--- src/rtl/fp_pkg.sv ---
// rtl/fp_pkg.sv - shared IEEE-754 single-precision field constants, classes and helpers
package fp_pkg;

    localparam int FP32_EXP_BIAS = 127;
    localparam int FP32_FRAC_W   = 23;
    localparam int FP32_EXP_MAX  = 255;

    localparam logic [31:0] INT32_MAX = 32'h7FFF_FFFF;
    localparam logic [31:0] INT32_MIN = 32'h8000_0000;

    // m_axis_tuser bit positions
    localparam int TUSER_W       = 2;
    localparam int TUSER_SAT_BIT = 0;
    localparam int TUSER_INV_BIT = 1;

    typedef enum logic [1:0] {
        FP_ZERO,
        FP_NORM,
        FP_INF,
        FP_NAN
    } fp_class_e;

    // Unpacked float carried between conversion stages
    typedef struct packed {
        fp_class_e          cls;
        logic               sign;
        logic signed [8:0]  exp_unb;
        logic [23:0]        sig;
    } fp32_unpacked_t;

    // Denormals fold into FP_ZERO: they are far below integer resolution.
    function automatic fp_class_e fp32_classify(
        input logic [7:0]             exp_field,
        input logic [FP32_FRAC_W-1:0] frac_field
    );
        if (exp_field == 8'd0) begin
            return FP_ZERO;
        end else if (exp_field == 8'(FP32_EXP_MAX)) begin
            return (frac_field != '0) ? FP_NAN : FP_INF;
        end else begin
            return FP_NORM;
        end
    endfunction

endpackage

--- src/rtl/axis_pipe_stage.sv ---
// rtl/axis_pipe_stage.sv - valid/ready register slice with WIDTH-bit payload
//
// Ports:
//   i_clk, i_rst       clock, asynchronous active-high reset
//   i_valid, i_data    upstream beat
//   o_ready            slice can take a beat (empty, or downstream accepting)
//   o_valid, o_data    registered beat to downstream
//   i_ready            downstream accepts
module axis_pipe_stage #(
    parameter int WIDTH = 32
) (
    input  logic             i_clk,
    input  logic             i_rst,
    input  logic             i_valid,
    output logic             o_ready,
    input  logic [WIDTH-1:0] i_data,
    output logic             o_valid,
    output logic [WIDTH-1:0] o_data,
    input  logic             i_ready
);

    logic             r_valid;
    logic [WIDTH-1:0] r_data;

    // Advance when empty or when the held beat is leaving this cycle
    assign o_ready = !r_valid || i_ready;
    assign o_valid = r_valid;
    assign o_data  = r_data;

    always_ff @(posedge i_clk or posedge i_rst) begin
        if (i_rst) begin
            r_valid <= 1'b0;
            r_data  <= '0;
        end else if (o_ready) begin
            r_valid <= i_valid;
            if (i_valid) begin
                r_data <= i_data;
            end
        end
    end

endmodule

--- src/rtl/float_to_int_axi.sv ---
// rtl/float_to_int_axi.sv - AXI4-Stream IEEE-754 single to int32 converter, 2-stage pipeline
//
// Optional macro FLOAT_TO_INT_ROUND_NEAREST_EN: round half to even instead of truncating.
//
// Ports:
//   aclk, areset                clock, asynchronous active-high reset
//   s_axis_tdata/tvalid/tready  float input stream
//   m_axis_tdata/tvalid/tready  int32 output stream
//   m_axis_tuser                [0] saturated, [1] invalid (NaN)
module float_to_int_axi
    import fp_pkg::*;
#(
    parameter logic [31:0] NAN_VALUE = 32'h0000_0000
) (
    input  logic         aclk,
    input  logic         areset,
    input  logic [31:0]  s_axis_tdata,
    input  logic         s_axis_tvalid,
    output logic         s_axis_tready,
    output logic [31:0]  m_axis_tdata,
    output logic [1:0]   m_axis_tuser,
    output logic         m_axis_tvalid,
    input  logic         m_axis_tready
);

    localparam int S1_W = $bits(fp32_unpacked_t);
    localparam int S2_W = 32 + TUSER_W;

    // ---------------- stage 1: unpack and classify ----------------
    fp32_unpacked_t    w_s1_in;
    fp32_unpacked_t    w_s1;
    logic [S1_W-1:0]   w_s1_q;
    logic              w_s1_valid;
    logic              w_s2_ready;

    always_comb begin
        w_s1_in.sign    = s_axis_tdata[31];
        w_s1_in.cls     = fp32_classify(s_axis_tdata[30:23], s_axis_tdata[FP32_FRAC_W-1:0]);
        w_s1_in.exp_unb = $signed({1'b0, s_axis_tdata[30:23]}) - 9'(FP32_EXP_BIAS);
        w_s1_in.sig     = {1'b1, s_axis_tdata[FP32_FRAC_W-1:0]};
    end

    axis_pipe_stage #(.WIDTH(S1_W)) u_stage1 (
        .i_clk   (aclk),
        .i_rst   (areset),
        .i_valid (s_axis_tvalid),
        .o_ready (s_axis_tready),
        .i_data  (w_s1_in),
        .o_valid (w_s1_valid),
        .o_data  (w_s1_q),
        .i_ready (w_s2_ready)
    );

    assign w_s1 = fp32_unpacked_t'(w_s1_q);

    // ---------------- stage 2: shift, round, negate, saturate ----------------
    logic signed [8:0] w_e;
    logic [4:0]        w_sh_l;
    logic [4:0]        w_sh_r;
    logic [31:0]       w_mag;
    logic [31:0]       w_result;
    logic [1:0]        w_tuser;
    logic [S2_W-1:0]   w_s2_q;
`ifdef FLOAT_TO_INT_ROUND_NEAREST_EN
    logic              w_guard;
    logic              w_sticky;
    logic [23:0]       w_low_mask;
`endif

    assign w_e = w_s1.exp_unb;

    always_comb begin
        w_sh_l   = '0;
        w_sh_r   = '0;
        w_mag    = '0;
        w_result = '0;
        w_tuser  = '0;
`ifdef FLOAT_TO_INT_ROUND_NEAREST_EN
        w_guard    = 1'b0;
        w_sticky   = 1'b0;
        w_low_mask = '0;
`endif
        case (w_s1.cls)
            FP_ZERO: begin
                w_result = '0;
            end
            FP_NAN: begin
                w_result               = NAN_VALUE;
                w_tuser[TUSER_INV_BIT] = 1'b1;
            end
            FP_INF: begin
                w_result               = w_s1.sign ? INT32_MIN : INT32_MAX;
                w_tuser[TUSER_SAT_BIT] = 1'b1;
            end
            default: begin
                if (w_e >= 9'sd31) begin
                    // -2^31 is the one E=31 value that is representable
                    if (w_s1.sign && (w_e == 9'sd31) && (w_s1.sig == 24'h80_0000)) begin
                        w_result = INT32_MIN;
                    end else begin
                        w_result               = w_s1.sign ? INT32_MIN : INT32_MAX;
                        w_tuser[TUSER_SAT_BIT] = 1'b1;
                    end
                end else begin
                    if (w_e >= 9'sd23) begin
                        w_sh_l = w_e[4:0] - 5'd23;
                        w_mag  = {8'd0, w_s1.sig} << w_sh_l;
                    end else if (w_e >= 9'sd0) begin
                        w_sh_r = 5'd23 - w_e[4:0];
                        w_mag  = {8'd0, w_s1.sig >> w_sh_r};
`ifdef FLOAT_TO_INT_ROUND_NEAREST_EN
                        // guard = first discarded bit, sticky = OR of the rest
                        w_low_mask = (24'd1 << (w_sh_r - 5'd1)) - 24'd1;
                        w_guard    = |(w_s1.sig & (24'd1 << (w_sh_r - 5'd1)));
                        w_sticky   = |(w_s1.sig & w_low_mask);
`endif
                    end else begin
`ifdef FLOAT_TO_INT_ROUND_NEAREST_EN
                        // [0.5,1): the hidden one is the guard bit
                        if (w_e == -9'sd1) begin
                            w_guard  = 1'b1;
                            w_sticky = |w_s1.sig[22:0];
                        end
`endif
                    end
`ifdef FLOAT_TO_INT_ROUND_NEAREST_EN
                    // Magnitude is below 2^23 whenever guard is set, so no overflow
                    if (w_guard && (w_sticky || w_mag[0])) begin
                        w_mag = w_mag + 32'd1;
                    end
`endif
                    w_result = w_s1.sign ? (~w_mag + 32'd1) : w_mag;
                end
            end
        endcase
    end

    axis_pipe_stage #(.WIDTH(S2_W)) u_stage2 (
        .i_clk   (aclk),
        .i_rst   (areset),
        .i_valid (w_s1_valid),
        .o_ready (w_s2_ready),
        .i_data  ({w_tuser, w_result}),
        .o_valid (m_axis_tvalid),
        .o_data  (w_s2_q),
        .i_ready (m_axis_tready)
    );

    assign m_axis_tdata = w_s2_q[31:0];
    assign m_axis_tuser = w_s2_q[S2_W-1:32];

endmodule

--- config.mk ---
export PLATFORM = sky130hd
export DESIGN_NAME = float_to_int_axi
export DESIGN_NICKNAME = d
export VERILOG_FILES = /design/src/rtl/fp_pkg.sv /design/src/rtl/axis_pipe_stage.sv /design/src/rtl/float_to_int_axi.sv
export SDC_FILE = /design/constraint.sdc
export NUM_CORES = 1
export LEC_CHECK = 0
export BUFFER_PORTS_ARGS = -buffer_cell sky130_fd_sc_hd__buf_2
export CAP_MARGIN = 15
export CORE_MARGIN = 5
export CORE_UTILIZATION = 56
export DETAILED_ROUTE_END_ITERATION = 12
export HOLD_SLACK_MARGIN = 0.1
export PLACE_DENSITY = 0.78
export SETUP_SLACK_MARGIN = 0.05
export SYNTH_ARGS = -nofsm -noshare
export SYNTH_HDL_FRONTEND = slang
export SYNTH_SLANG_ARGS = --single-unit
--- constraint.sdc ---
create_clock -name aclk -period 4.2 [get_ports aclk]
set_clock_uncertainty 0.15 [all_clocks]
set_input_delay 0.84 -clock aclk [delete_from_list [all_inputs] [get_ports aclk]]
set_output_delay 0.84 -clock aclk [all_outputs]
set_load 0.03 [all_outputs]
==> flow_metrics.tcl, run 1 <==
set metrics [dict create \
    cp_cell_sequence "inv_1 > ha_4 > clkbuf_4 > mux2_2 > mux4_2 > a221oi_2 > o211ai_1 > buf_4 > nor2_1 > nand4_1 > o41ai_2 > xnor2_1 > a21oi_1" \
    cts_max_path_buffers 2 \
    p_seq_share_pct 20.8 \
    synth-seq-cells 72 \
    die-area_sq_um 16650 \
    overflow 0 \
    ys_seq_area_share_pct 22.71 \
    p_sw_mw 2.527 \
    syn-cell-area_sq_um 7935 \
    drv_cap 0 \
    avgRoutedWirePerCell_um 22.54 \
    nNetsFinal 1022 \
    die_y_um 129.0 \
    critical_path_arrival_ps 4060 \
    tns_ps 0 \
    setup_viol 0 \
    path_max_fanout 7 \
    grt_max_degree 51 \
    start_util_pct 57.17 \
    placed_cells 1144 \
    syn-num-nets 962 \
    crit_type "reg -> reg" \
    worstMarginPinSlew_ps 843.0 \
    slew_viol_final 0 \
    rsz0062_at_grt "false" \
    drtIter0Drc 1155 \
    cts_htree_levels 3 \
    dpl.hpwl_um 19520 \
    required_ps 4260 \
    p_per_area_nw_per_um2 575.8 \
    cts_tree "built" \
    period_share_pct 95.41 \
    area_growth_syn_to_layout_pct 12.69 \
    clockPowerShare_pct 14.0 \
    p_int_mw 2.622 \
    postRouteAntennaNets 0 \
    startpoint_type "flip-flop" \
    avgSynthCellArea_sq_um 8.635 \
    synth.distinct_cells 83 \
    row_count 43 \
    maxSlewHeadroom_pct 43.68 \
    drive_gt1_share_pct 28.15 \
    peakVddDrop_v 0.0004159 \
    antenna_found_initial 0 \
    die_w_um 129.0 \
    grt_pass1_wl_um 41340 \
    portBuffers 71 \
    power.leakage_nw 3.665 \
    pwr-share-comb_pct 65.2 \
    coreArea_sq_um 13880 \
    stdcell_count 1164 \
    max_stage_delay_ps 530 \
    hold_viol 0 \
    clk_pin_slew_worst_paths_ps 70 \
    synthCells 919 \
    dr.pass1.iters 6 \
    routed_wl_um 26240 \
    swShare_pct 49.08 \
    grt_pass1_vias 7470 \
    status "finished clean" \
    cts_root_buffer "clkbuf_16" \
    ys_warn_count 0 \
    final_util_pct 64.42 \
    synth-edff-count 0 \
    hold_class "reg -> reg" \
    synth_ff_type "dfrtp_1" \
    avgViaCountPerCell 6.913 \
    critPathSlowestCell "mux4_2" \
    diodes 0 \
    num_vias 8047 \
    route.detailed.drc 0 \
    setup.worst_path.end_class "flip-flop" \
    gr-usage-all-layers_pct 31.85 \
    async_reset_ff_share_pct 100.0 \
    io_pins 72 \
    gp_congestion 1.012 \
    clock_sinks 72 \
    holdBufCountCts 0 \
    insertion_delay_ps 350 \
    fmaxAchievable_mhz 249.5 \
    cts_buffers 9 \
    period_needed_ps 4007 \
    total_power_mw 5.149 \
]
==> worst max-delay path, delay by kind of cell, from the launching register on <==
family / cells / cell delay, ps
AOI/OAI and AO/OA: 4 / 1120
muxes: 2 / 870
buffers and inverters: 3 / 540
DFF: 1 / 420
adders and majority gates: 1 / 350
and+or+nand+nor: 2 / 270
xor gates and xnor gates: 1 / 160
==> per-stage QoR <==
| step | setup slack (ps) | area, sq um | hold WS [ps] |
|---|---|---|---|
| global placement | 206.7 | 8572 | 315.2 |
| CTS | 82.88 | 8845 | 342.6 |
| global route | 45.93 | 8942 | 354.0 |
| detailed placement | 129.1 | 8572 | 328.5 |
| floorplan | 58.41 | 7950 | 299.0 |
| finish | 192.8 | 8942 | 341.0 |
==> final timing paths <==
check,from,endpoint,slack (ps),cells past startpoint
worst max-delay path,u_stage1.o_data[24],u_stage2.o_data[28],190,13
min in group asynchronous,areset,u_stage2.o_data[32],470,2
max in group asynchronous,areset,u_stage1.o_data[26],2440,3
worst max register to register,u_stage1.o_data[24],u_stage2.o_data[28],190,13
worst min register to register,u_stage1.o_valid,u_stage2.o_valid,340,1
worst min-delay path,u_stage1.o_valid,u_stage2.o_valid,340,1
==> kinds of logic after synthesis <==
| logic type | Yosys count | synth area share, % |
|---|---|---|
| AND/OR/NAND/NOR | 338 | 21.73 |
| flip-flops | 72 | 22.71 |
| multiplexers | 138 | 24.53 |
| adder cells (fa/ha/maj) | 7 | 1.104 |
| XOR/XNOR | 26 | 3.390 |
| buffers and inverters | 103 | 6.402 |
| AO/OA/AOI/OAI | 235 | 20.14 |
==> cell type report <==
cell class	count	area, sq um
multi-input cells	744	5699
repair buffers	135	873.3
well taps	180	225.2
fillers	1222	4938
clock buffers	10	229.0
inverters	17	63.81
flip-flops and latches	72	1808
clock inverters	6	43.79
==> what timing repair did <==
item,CTS,global route
buffers inserted,0,4
setup endpoints to repair,0,15
gates resized for setup,0,11
==> layer usage <==
layer	track usage (%)	wire length, um
met5	0	0
met4	12.29	1051
met3	7.873	2778
met1	44.51	10560
met2	47.90	11850
==> power by group through the flow <==
| stage | clock network [mW] | registers [mW] | logic, mW |
|---|---|---|---|
| final | 0.723 | 1.07 | 3.36 |
| after global routing | 0.775 | 1.09 | 3.58 |
| after CTS | 0.730 | 1.06 | 3.22 |
| after detailed placement | 0 | 1.07 | 3.20 |
| after global placement | 0 | 1.06 | 3.18 |
| after floorplan | 0 | 1.17 | 2.18 |
==> cell usage in the layout (no fill, tap or decap), types with 18 or more instances in the layout <==
cell type  Yosys  layout
buf_2         18      71
a211oi_1      19      18
a21oi_1       59      59
nor2_1        85      84
nand3_1       34      34
buf_4          4      60
nor3_1        31      30
nand2_1       76      76
mux2i_1       49      49
o21ai_0       40      39
mux2_2        49      49
mux4_2        39      39
dfrtp_1       72      69
==> state kept, by name, indices dropped and copies added (netlist names) <==
| register | cells |
|---|---|
| u_stage1.o_data | 36 |
| u_stage2.o_data | 34 |
| u_stage2.o_valid | 1 |
| u_stage1.o_valid | 1 |
==> Yosys cell counts, drive strengths merged (4+ instances only) <==
cell type / count / area, sq um
clkbuf: 49 / 183.9
o22ai: 14 / 87.58
or2: 7 / 43.79
nor3: 31 / 155.2
a211oi: 19 / 142.6
and2: 9 / 56.30
a21o: 5 / 37.54
xnor2: 18 / 180.2
inv: 17 / 63.81
nor4: 18 / 127.6
o41ai: 6 / 82.58
o21a: 7 / 52.55
nand2: 76 / 285.3
mux4: 40 / 904.6
a221oi: 8 / 82.58
ha: 7 / 87.58
and3: 8 / 50.05
and4: 6 / 55.05
nand2b: 12 / 75.07
o31ai: 7 / 52.55
a31oi: 15 / 93.84
buf: 37 / 260.3
nand3: 34 / 170.2
nor2: 86 / 325.3
o21ai: 41 / 205.2
or3: 6 / 37.54
xor2: 8 / 88.84
nand4b: 5 / 50.04
dfrtp: 72 / 1802
a211o: 6 / 52.55
o211ai: 7 / 52.55
nand3b: 5 / 37.54
mux2: 49 / 551.8
nand4: 11 / 68.82
nor2b: 11 / 68.82
mux2i: 49 / 490.5
a22oi: 4 / 35.03
a21oi: 60 / 304.0
Power figures use the tool's default switching activity.
==> run 2, diff against run 1 <==
ABC_CLOCK_PERIOD_IN_PS = 4800   (was unset)
CORE_UTILIZATION = 62   (was 56)
PLACE_DENSITY = 0.82   (was 0.78)
SLEW_MARGIN = 30   (was unset)
clock period = 4.8 ns   (was 4.2 ns; I/O delays follow)
==> run 2 against run 1 <==
Wire length down 3.8%; clock power fell by 2%; total power fell by 15%; flip-flop and latch count unchanged; non-clock buffer count shrank 32; via count fell by 2.2%; worst setup slack better by 88 ps; critical path depth up 1; sequential share of layout area increased by 0.66 points; global-route usage rose by 1.7 points; final area is 3.3% lower; count of clock-buffer cells in the layout down 1; critical endpoint is now u_stage2.o_data[25]; largest power group unchanged.
==> flow_metrics.tcl, run 2 (same netlist as run 1, synthesis figures left out) <==
set metrics [dict create \
    dr.pass1.iters 5 \
    stdcell_area_sq_um 8647 \
    io_pins 72 \
    grt-busiest-layer "met2" \
    rsz0062_at_grt "false" \
    ff2ff_setup_slack_ps 280 \
    cts_max_path_buffers 2 \
    gp_congestion 1.022 \
    fmaxAchievable_mhz 221.3 \
    largest_register_ffs 36 \
    diodes 0 \
    cts_buffers 9 \
    path_max_fanout 38 \
    setup.worst_path.end_class "flip-flop" \
    die_y_um 123.1 \
    critical_path.top_delay_family "simple AND/OR/NAND/NOR gates" \
    antenna_found_initial 0 \
    hold_class "reg -> reg" \
    critPathSlowestCell "ha_2" \
    final_common_cell "nor2_1" \
    setup_viol 0 \
    gr-usage-all-layers_pct 33.50 \
    worstMarginPinSlew_ps 907.4 \
    routed_wl_um 25230 \
    period_needed_ps 4519 \
    die-area_sq_um 15160 \
    use_met1_pct 45.71 \
    postRouteAntennaNets 0 \
    route.detailed.drc 0 \
    path_buf_inv 3 \
    coreArea_sq_um 12570 \
    final.fill_count 1019 \
    startpoint_type "flip-flop" \
    status "finished clean" \
    grt_max_degree 64 \
    period_share_pct 94.15 \
    drtIter0Drc 1048 \
    avgViaCountPerCell 6.998 \
    p_int_mw 2.227 \
    num_vias 7866 \
    cp_cell_sequence "inv_1 > ha_2 > buf_12 > mux2i_1 > mux4_2 > nor2_1 > a221oi_1 > o211ai_1 > buf_4 > nor4_1 > nand4_1 > nor3b_2 > mux2i_1 > o211ai_1" \
    final_cell_mix "nor2_1 (85), nand2_1 (76), buf_2 (71)" \
    clockPowerShare_pct 16.1 \
    clk_pin_slew_worst_paths_ps 60 \
    overflow 0 \
    maxSlewHeadroom_pct 39.50 \
    portBuffers 71 \
    die_w_um 123.1 \
    avgRoutedWirePerCell_um 22.45 \
    total_power_mw 4.395 \
    grt_pass1_wl_um 39710 \
    dpl.hpwl_um 18760 \
    max_stage_delay_ps 480 \
    required_ps 4850 \
    grtUsageMet2_pct 53.99 \
    nNetsFinal 990 \
    cts_root_buffer "clkbuf_16" \
    grt_pass1_vias 7251 \
    p_per_area_nw_per_um2 508.3 \
    critical_path_arrival_ps 4570 \
    crit_type "reg -> reg" \
    p_seq_share_pct 21.2 \
    drv_cap 0 \
    hold_viol 0 \
    insertion_delay_ps 350 \
    drive_gt1_share_pct 25.11 \
    holdBufCountCts 0 \
    p_sw_mw 2.168 \
    grtUsageMet3_pct 4.986 \
    slew_viol_final 0 \
    dpl_cell_area_sq_um 8333 \
    start_util_pct 63.14 \
    cts_tree "built" \
    peakVddDrop_v 0.0002653 \
    tns_ps 0 \
    row_count 41 \
    area_growth_syn_to_layout_pct 8.972 \
    power.leakage_nw 3.510 \
    swShare_pct 49.32 \
    pwr-share-comb_pct 62.7 \
    cts_htree_levels 3 \
    clock_sinks 72 \
]
-- run 2: worst register-to-register path, stage by stage (launching register included) --
cell	delay, ps
dfrtp_2	390
inv_1	70
ha_2	480
buf_12	280
mux2i_1	390
mux4_2	390
nor2_1	60
a221oi_1	400
o211ai_1	150
buf_4	180
nor4_1	460
nand4_1	380
nor3b_2	300
mux2i_1	200
o211ai_1	100
-- run 2: per-layer routing --
metal | part of all wire [%] | wire (um)
met5 | 0 | 0
met4 | 3.3 | 821
met3 | 9.0 | 2261
met2 | 48 | 11990
met1 | 40 | 10160
-- run 2: path summary, 6_finish.rpt --
kind | startpoint | end | cells after the start
setup / recovery | u_stage1.o_data[24] | u_stage2.o_data[25] | 14
hold / removal | u_stage2.o_data[4] | u_stage2.o_data[4] | 1
setup reg to reg | u_stage1.o_data[24] | u_stage2.o_data[25] | 14
hold reg to reg | u_stage2.o_data[4] | u_stage2.o_data[4] | 1
max in group asynchronous | areset | u_stage2.o_data[30] | 3
min in group asynchronous | areset | u_stage1.o_data[3] | 2
-- run 2: final cells by class --
class,instances,area [sq um],share of cell area [%]
Clock inverter,7,80.08,0.9261
Tap cell,172,215.2,2.489
Timing Repair Buffer,103,624.3,7.220
Clock buffer,9,225.2,2.605
Multi-Input combinational cell,744,5633,65.14
Inverter,17,63.81,0.7380
Sequential cell,72,1805,20.88
-- run 2: stage by stage --
step | std cells | hold slack [ps] | utilization [%] | setup slack [ps]
after global placement | 1108 | 309.6 | 66.30 | 480.3
after detailed placement | 1108 | 328.5 | 66.30 | 419.1
after CTS | 1124 | 334.9 | 68.73 | 345.6
after global routing | 1124 | 363.6 | 68.80 | 140.1
after floorplan | 919 | 299.0 | - | 445.9
final | 1124 | 336.5 | 68.80 | 280.7
-- run 2: power by group through the flow --
stage / Sequential, mW / Clock, mW / Combinational (mW)
finish: 0.931 / 0.708 / 2.76
global placement: 0.928 / 0 / 2.65
detailed placement: 0.937 / 0 / 2.67
CTS: 0.926 / 0.713 / 2.69
floorplan: 1.03 / 0 / 1.90
global route: 0.947 / 0.735 / 2.93
-- run 2: timing repair --
action                     CTS  global route
setup buffers                0             0
setup endpoints to repair    0             3
gates resized for setup      0             2
hold endpoints to repair     0             0
